--- src/rtl/tick_pair_adder_pkg.sv ---
// Shared types and constants for the tick_pair_adder slice.
//   state_t      : sequencer states (IDLE, RD_A, RD_B, ADD), 2-bit encoding
//   DEF_DATA_W   : default operand width
//   DEF_DEPTH    : default number of operand pairs
//   STEP_DIVISOR : divide ratio of the upstream timer stage that drives timer_lvl
package tick_pair_adder_pkg;

  typedef enum logic [1:0] {
    IDLE,
    RD_A,
    RD_B,
    ADD
  } state_t;

  localparam int unsigned DEF_DATA_W   = 8;
  localparam int unsigned DEF_DEPTH    = 16;
  localparam int unsigned STEP_DIVISOR = 25_000_000;

endpackage

--- src/rtl/tick_pair_adder_bram.sv ---
// bram_sp: single-port, write-first, synchronous-read block RAM.
//   clk  : clock
//   we   : write enable
//   addr : word address
//   din  : write data
//   dout : registered read data (1-cycle latency; shows din on a write)
// Contents are not reset.
module bram_sp #(
  parameter int unsigned WIDTH  = 8,
  parameter int unsigned DEPTH  = 32,
  parameter int unsigned ADDR_W = $clog2(DEPTH)
) (
  input  logic              clk,
  input  logic              we,
  input  logic [ADDR_W-1:0] addr,
  input  logic [WIDTH-1:0]  din,
  output logic [WIDTH-1:0]  dout
);

  logic [WIDTH-1:0] r_mem [DEPTH];

  always_ff @(posedge clk) begin
    if (we) begin
      r_mem[addr] <= din;
      dout        <= din;
    end else begin
      dout <= r_mem[addr];
    end
  end

endmodule

--- src/rtl/tick_pair_adder.sv ---
// tick_pair_adder: each toggle of timer_lvl (either edge) is one step; a step
// reads operand pair idx (A at 2*idx, B at 2*idx+1) from the internal RAM,
// adds it and presents the sum with a one-cycle valid pulse.
// Ports:
//   clk, rst_n (async, active-low)
//   timer_lvl            : step level from the timer stage (same clock domain)
//   run_en               : 1 = honour new steps
//   ld_we/ld_addr/ld_data: RAM load port, effective only in IDLE with no pending step
//   sum_o, sum_valid     : last pair sum (DATA_W+1 bits) and its update pulse
//   idx_o                : index of the next pair to process
//   busy, done, overrun  : non-IDLE, last-pair pulse, sticky lost-step flag
//   acc_o                : running pass total, present only when ACCUM_EN is defined
// Build option: `define ACCUM_EN to add acc_o.
module tick_pair_adder
  import tick_pair_adder_pkg::*;
#(
  parameter int unsigned DATA_W = DEF_DATA_W,
  parameter int unsigned DEPTH  = DEF_DEPTH
) (
  input  logic                         clk,
  input  logic                         rst_n,
  input  logic                         timer_lvl,
  input  logic                         run_en,
  input  logic                         ld_we,
  input  logic [$clog2(2*DEPTH)-1:0]   ld_addr,
  input  logic [DATA_W-1:0]            ld_data,
  output logic [DATA_W:0]              sum_o,
  output logic                         sum_valid,
  output logic [$clog2(DEPTH)-1:0]     idx_o,
  output logic                         busy,
  output logic                         done,
  output logic                         overrun
`ifdef ACCUM_EN
  ,
  output logic [DATA_W+$clog2(DEPTH):0] acc_o
`endif
);

  localparam int unsigned ADDR_W = $clog2(2*DEPTH);
  localparam int unsigned IDX_W  = $clog2(DEPTH);

  state_t              r_state;
  state_t              w_state_nxt;
  logic                r_lvl_q;
  logic                r_pending;
  logic                w_pending_nxt;
  logic                w_overrun_set;
  logic                r_overrun;
  logic [IDX_W-1:0]    r_idx;
  logic [DATA_W-1:0]   r_a_q;
  logic [DATA_W:0]     r_sum;
  logic                r_sum_valid;
  logic                r_done;
  logic                w_step;
  logic                w_ram_we;
  logic [ADDR_W-1:0]   w_ram_addr;
  logic [DATA_W-1:0]   w_ram_dout;
  logic [DATA_W:0]     w_sum_new;
  logic                w_last;
`ifdef ACCUM_EN
  logic [DATA_W+IDX_W:0] r_acc;
`endif

  bram_sp #(
    .WIDTH  (DATA_W),
    .DEPTH  (2*DEPTH),
    .ADDR_W (ADDR_W)
  ) u_ram (
    .clk  (clk),
    .we   (w_ram_we),
    .addr (w_ram_addr),
    .din  (ld_data),
    .dout (w_ram_dout)
  );

  always_comb begin
    w_step        = (timer_lvl ^ r_lvl_q) & run_en;
    w_ram_we      = ld_we && (r_state == IDLE) && !r_pending;
    // Load owns the port while writing; otherwise the sequencer addresses A in RD_A, B in RD_B.
    w_ram_addr    = w_ram_we ? ld_addr : {r_idx, (r_state == RD_B)};
    w_sum_new     = {1'b0, r_a_q} + {1'b0, w_ram_dout};
    w_last        = (r_idx == IDX_W'(DEPTH - 1));
    w_state_nxt   = r_state;
    w_pending_nxt = r_pending;
    w_overrun_set = 1'b0;
    case (r_state)
      IDLE: begin
        if (w_ram_we) begin
          // Load wins this cycle; a coincident step is deferred.
          w_pending_nxt = w_step;
        end else if (w_step || r_pending) begin
          w_state_nxt   = RD_A;
          // A fresh step arriving while a deferred one is launched stays queued.
          w_pending_nxt = w_step && r_pending;
        end
      end
      RD_A:    w_state_nxt = RD_B;
      RD_B:    w_state_nxt = ADD;
      ADD:     w_state_nxt = IDLE;
      default: w_state_nxt = IDLE;
    endcase
    if (r_state != IDLE && w_step) begin
      if (r_pending) w_overrun_set = 1'b1;
      else           w_pending_nxt = 1'b1;
    end
  end

  always_ff @(posedge clk or negedge rst_n) begin
    if (!rst_n) begin
      r_state     <= IDLE;
      r_lvl_q     <= 1'b0;
      r_pending   <= 1'b0;
      r_overrun   <= 1'b0;
      r_idx       <= '0;
      r_a_q       <= '0;
      r_sum       <= '0;
      r_sum_valid <= 1'b0;
      r_done      <= 1'b0;
`ifdef ACCUM_EN
      r_acc       <= '0;
`endif
    end else begin
      r_state     <= w_state_nxt;
      r_lvl_q     <= timer_lvl;
      r_pending   <= w_pending_nxt;
      r_sum_valid <= 1'b0;
      r_done      <= 1'b0;
      if (w_overrun_set) r_overrun <= 1'b1;
      if (r_state == RD_B) r_a_q <= w_ram_dout;
      if (r_state == ADD) begin
        r_sum       <= w_sum_new;
        r_sum_valid <= 1'b1;
        r_done      <= w_last;
        r_idx       <= w_last ? '0 : r_idx + IDX_W'(1);
`ifdef ACCUM_EN
        r_acc       <= (r_idx == '0) ? (DATA_W+IDX_W+1)'(w_sum_new)
                                     : r_acc + (DATA_W+IDX_W+1)'(w_sum_new);
`endif
      end
    end
  end

  assign sum_o     = r_sum;
  assign sum_valid = r_sum_valid;
  assign idx_o     = r_idx;
  assign busy      = (r_state != IDLE);
  assign done      = r_done;
  assign overrun   = r_overrun;
`ifdef ACCUM_EN
  assign acc_o     = r_acc;
`endif

endmodule
--- config.mk ---
export PLATFORM = sky130hd
export DESIGN_NAME = tick_pair_adder
export DESIGN_NICKNAME = d
export VERILOG_FILES = /design/src/rtl/tick_pair_adder_pkg.sv /design/src/rtl/tick_pair_adder_bram.sv /design/src/rtl/tick_pair_adder.sv
export SDC_FILE = /design/constraint.sdc
export NUM_CORES = 1
export LEC_CHECK = 0
export ABC_AREA = 1
export BUFFER_PORTS_ARGS = -buffer_cell sky130_fd_sc_hd__buf_2
export CELL_PAD_IN_SITES_DETAIL_PLACEMENT = 0
export CELL_PAD_IN_SITES_GLOBAL_PLACEMENT = 2
export CORE_MARGIN = 10
export CORE_UTILIZATION = 47
export CTS_BUF_LIST = sky130_fd_sc_hd__clkbuf_8
export DETAILED_ROUTE_END_ITERATION = 6
export PLACE_DENSITY_LB_ADDON = 0.1
export SETUP_SLACK_MARGIN = 0.4
export SYNTH_ARGS = -nofsm -noshare
export SYNTH_HDL_FRONTEND = slang
export SYNTH_SLANG_ARGS = --single-unit
--- constraint.sdc ---
create_clock -name clk -period 5.36 [get_ports clk]
set_input_delay 1.072 -clock clk [delete_from_list [all_inputs] [get_ports clk]]
set_output_delay 1.072 -clock clk [all_outputs]
set_load 0.05 [all_outputs]
==> flow_metrics.env <==
export IMPL_cts_buffers=48
export IMPL_die_width_um=180.5
export IMPL_status="complete, no violations"
export IMPL_port_buffers=34
export IMPL_drc=0
export IMPL_p_leak_uw=0.005088
export IMPL_root_buffer="clkbuf_8"
export IMPL_cp_required_ns=5.81
export IMPL_wl_per_cell_um=19.86
export IMPL_crit_path_start_kind="register"
export IMPL_fin_nets=1149
export IMPL_hp_class="register to register"
export IMPL_ys_ff_latch=289
export IMPL_hold_slack_ns=0.4673
export IMPL_place_congestion=0.8018
export IMPL_io_pins=35
export IMPL_fin_util=0.5264
export IMPL_rsz0062_at_grt="no"
export IMPL_cts_buffer_depth=3
export IMPL_via_per_inst=5.285
export IMPL_fin_crit_ns=3.440
export IMPL_final_cell_mix="nand2_1, edfxtp_1, nand3_1"
export IMPL_crit_type="register to register"
export IMPL_grt_pass1_vias=7742
export IMPL_postCtsSetupBuffers=0
export IMPL_syn_to_final_growth_pct=9.831
export IMPL_p_per_area_mw_per_mm2=539.8
export IMPL_dp_slack_ns=1.912
export IMPL_yosysWarnings=0
export IMPL_overflow=0
export IMPL_start_util=0.4792
export IMPL_cts_resized=0
export IMPL_synthCells=1080
export IMPL_die_h_um=180.5
export IMPL_synth_edf_count=256
export IMPL_vdd_drop_max_mv=0.3085
export IMPL_drtIter0Drc=605
export IMPL_fin_ws_ns=1.920
export IMPL_dieArea_mm2=0.03257
export IMPL_cts_tree="built"
export IMPL_cp_arrival_ns=3.89
export IMPL_avgSynthCellArea_um2=11.21
export IMPL_fin_skew_ns=0.02463
export IMPL_clk_pin_slew_worst_paths_ns=0.06
export IMPL_antenna_found_initial=0
export IMPL_crit_path_max_fanout=82
export IMPL_htreeDepth=2
export IMPL_dr_pass1_iters=5
export IMPL_max_freq_ghz=0.2907
export IMPL_vias=7854
export IMPL_relSlewSlack=0.3457
export IMPL_finalSetupTns_ns=0
export IMPL_cts_sinks=289
export IMPL_rows=58
export IMPL_synth_nets=1112
export IMPL_postRouteAntennaNets=0
export IMPL_layout_drive_gt1_share=0.09697
export IMPL_postCtsHoldBufs=0
export IMPL_slew_viol_final=0
export IMPL_grt_max_degree=83
export IMPL_drv_cap=0
export IMPL_ys_async_sr_fraction=0.09689
export IMPL_final_common_cell="nand2_1"
export IMPL_netlist_area_mm2=0.01210
export IMPL_ys_types=30
export IMPL_synth_ff_type="edfxtp_1"
export IMPL_insertion_delay_ns=0.57
export IMPL_setup_violations=0
export IMPL_end_kind="register"
export IMPL_seq_area_frac_synth=0.7013
export IMPL_worstMarginPinSlew_ns=0.9815
export IMPL_routed_wl_um=29510
export IMPL_hold_viol_final=0
export IMPL_grt_use_total=0.1781
export IMPL_core_mm2=0.02525
export IMPL_finalCritPeriodShare=0.6419
export IMPL_hpwl_um=17810
export IMPL_grt_pass1_wl_um=45820
## cells in the mapped netlist (7+ instances only)
library cell | number | area (um^2)
nand2_1 | 378 | 1419
edfxtp_1 | 256 | 7687
nand3_1 | 229 | 1146
nor2_1 | 39 | 146.4
dfrtp_1 | 28 | 700.7
buf_2 | 26 | 130.1
inv_1 | 25 | 93.84
buf_4 | 15 | 112.6
ha_1 | 13 | 162.7
o21ai_0 | 13 | 65.06
clkbuf_1 | 10 | 37.54
a21oi_1 | 8 | 40.04
and2_1 | 7 | 43.79
## metrics by stage
stage               cell area (um^2)  power [uW]  cells
floorplan                      12100        4740   1080
global placement               12450        5541   1397
detailed placement             12450        5548   1397
CTS                            13290        7256   1485
global route                   13290        7689   1485
finish                         13290        7175   1486
## layer usage
layer | GRT usage | vias to the layer above | routed length (um)
li1 | - | 3829 | -
met1 | 0.2568 | 3784 | 14250
met2 | 0.2685 | 197 | 13160
met3 | 0.03173 | 44 | 1531
met4 | 0.05381 | 0 | 577
met5 | 0 | - | 0
## final timing paths
path | slack (ns) | cells after the start | from | to
min in group asynchronous | 0.54 | 1 | rst_n | sum_o[2]
max in group asynchronous | 4.39 | 1 | rst_n | r_a_q[4]
worst min register to register | 0.47 | 2 | sum_o[0] | sum_o[0]
worst min-delay path | 0.47 | 2 | sum_o[0] | sum_o[0]
worst max register to register | 1.92 | 17 | register | sum_o[5]
worst max-delay path | 1.92 | 17 | register | sum_o[5]
## worst max-delay path, stage by stage, from the launching register on
cell and delay, ns:
dfxtp_4 0.35, inv_4 0.64, buf_4 0.41, nand2_1 0.08, nand3_1 0.08, nand3_1 0.09
nand2_1 0.11, nand2_1 0.05, nand3_1 0.15, and2_1 0.16, ha_1 0.29, a21oi_1 0.15
nand2_1 0.10, nand2_1 0.10, o21bai_1 0.08, or2_2 0.27, nand3_1 0.07, nand2_1 0.05
## final cells by class
type	count	area (um^2)
fillers	2294	11960
flip-flops and latches	289	8493
multi-input cells	708	3192
clock buffers	48	660.6
well taps	330	412.9
repair buffers	42	242.7
clock inverters	40	181.4
inverters	28	107.6
diodes	1	2.502
## cell families (layout without fill, tap and decap cells)
logic type / after synthesis / in the layout / share of synthesized area
AO/OA/AOI/OAI: 31 / 31 / 0.01489
XOR/XNOR: 3 / 3 / 0.002171
adder cells (fa/ha/maj): 14 / 14 / 0.01509
buffers and inverters: 83 / 158 / 0.03494
flip-flops: 289 / 289 / 0.7013
other: 0 / 1 / 0
AND/OR/NAND/NOR: 660 / 660 / 0.2316
## flip-flops by register name, summed over array words and instances (netlist names), named ones only
name / cells
done: 1
idx_o: 4
overrun: 1
r_a_q: 8
r_lvl_q: 1
r_pending: 1
r_state: 2
sum_o: 9
sum_valid: 1
u_ram.r_mem: 256
## power breakdown
group          internal (uW)  total (uW)  switching [uW]  leakage [uW]
Sequential              2600        2700             103       0.00269
Combinational            794        2770            1980       0.00192
Clock                    841        1700             861      0.000480
Note: power is estimated with default switching activity, not from simulation.
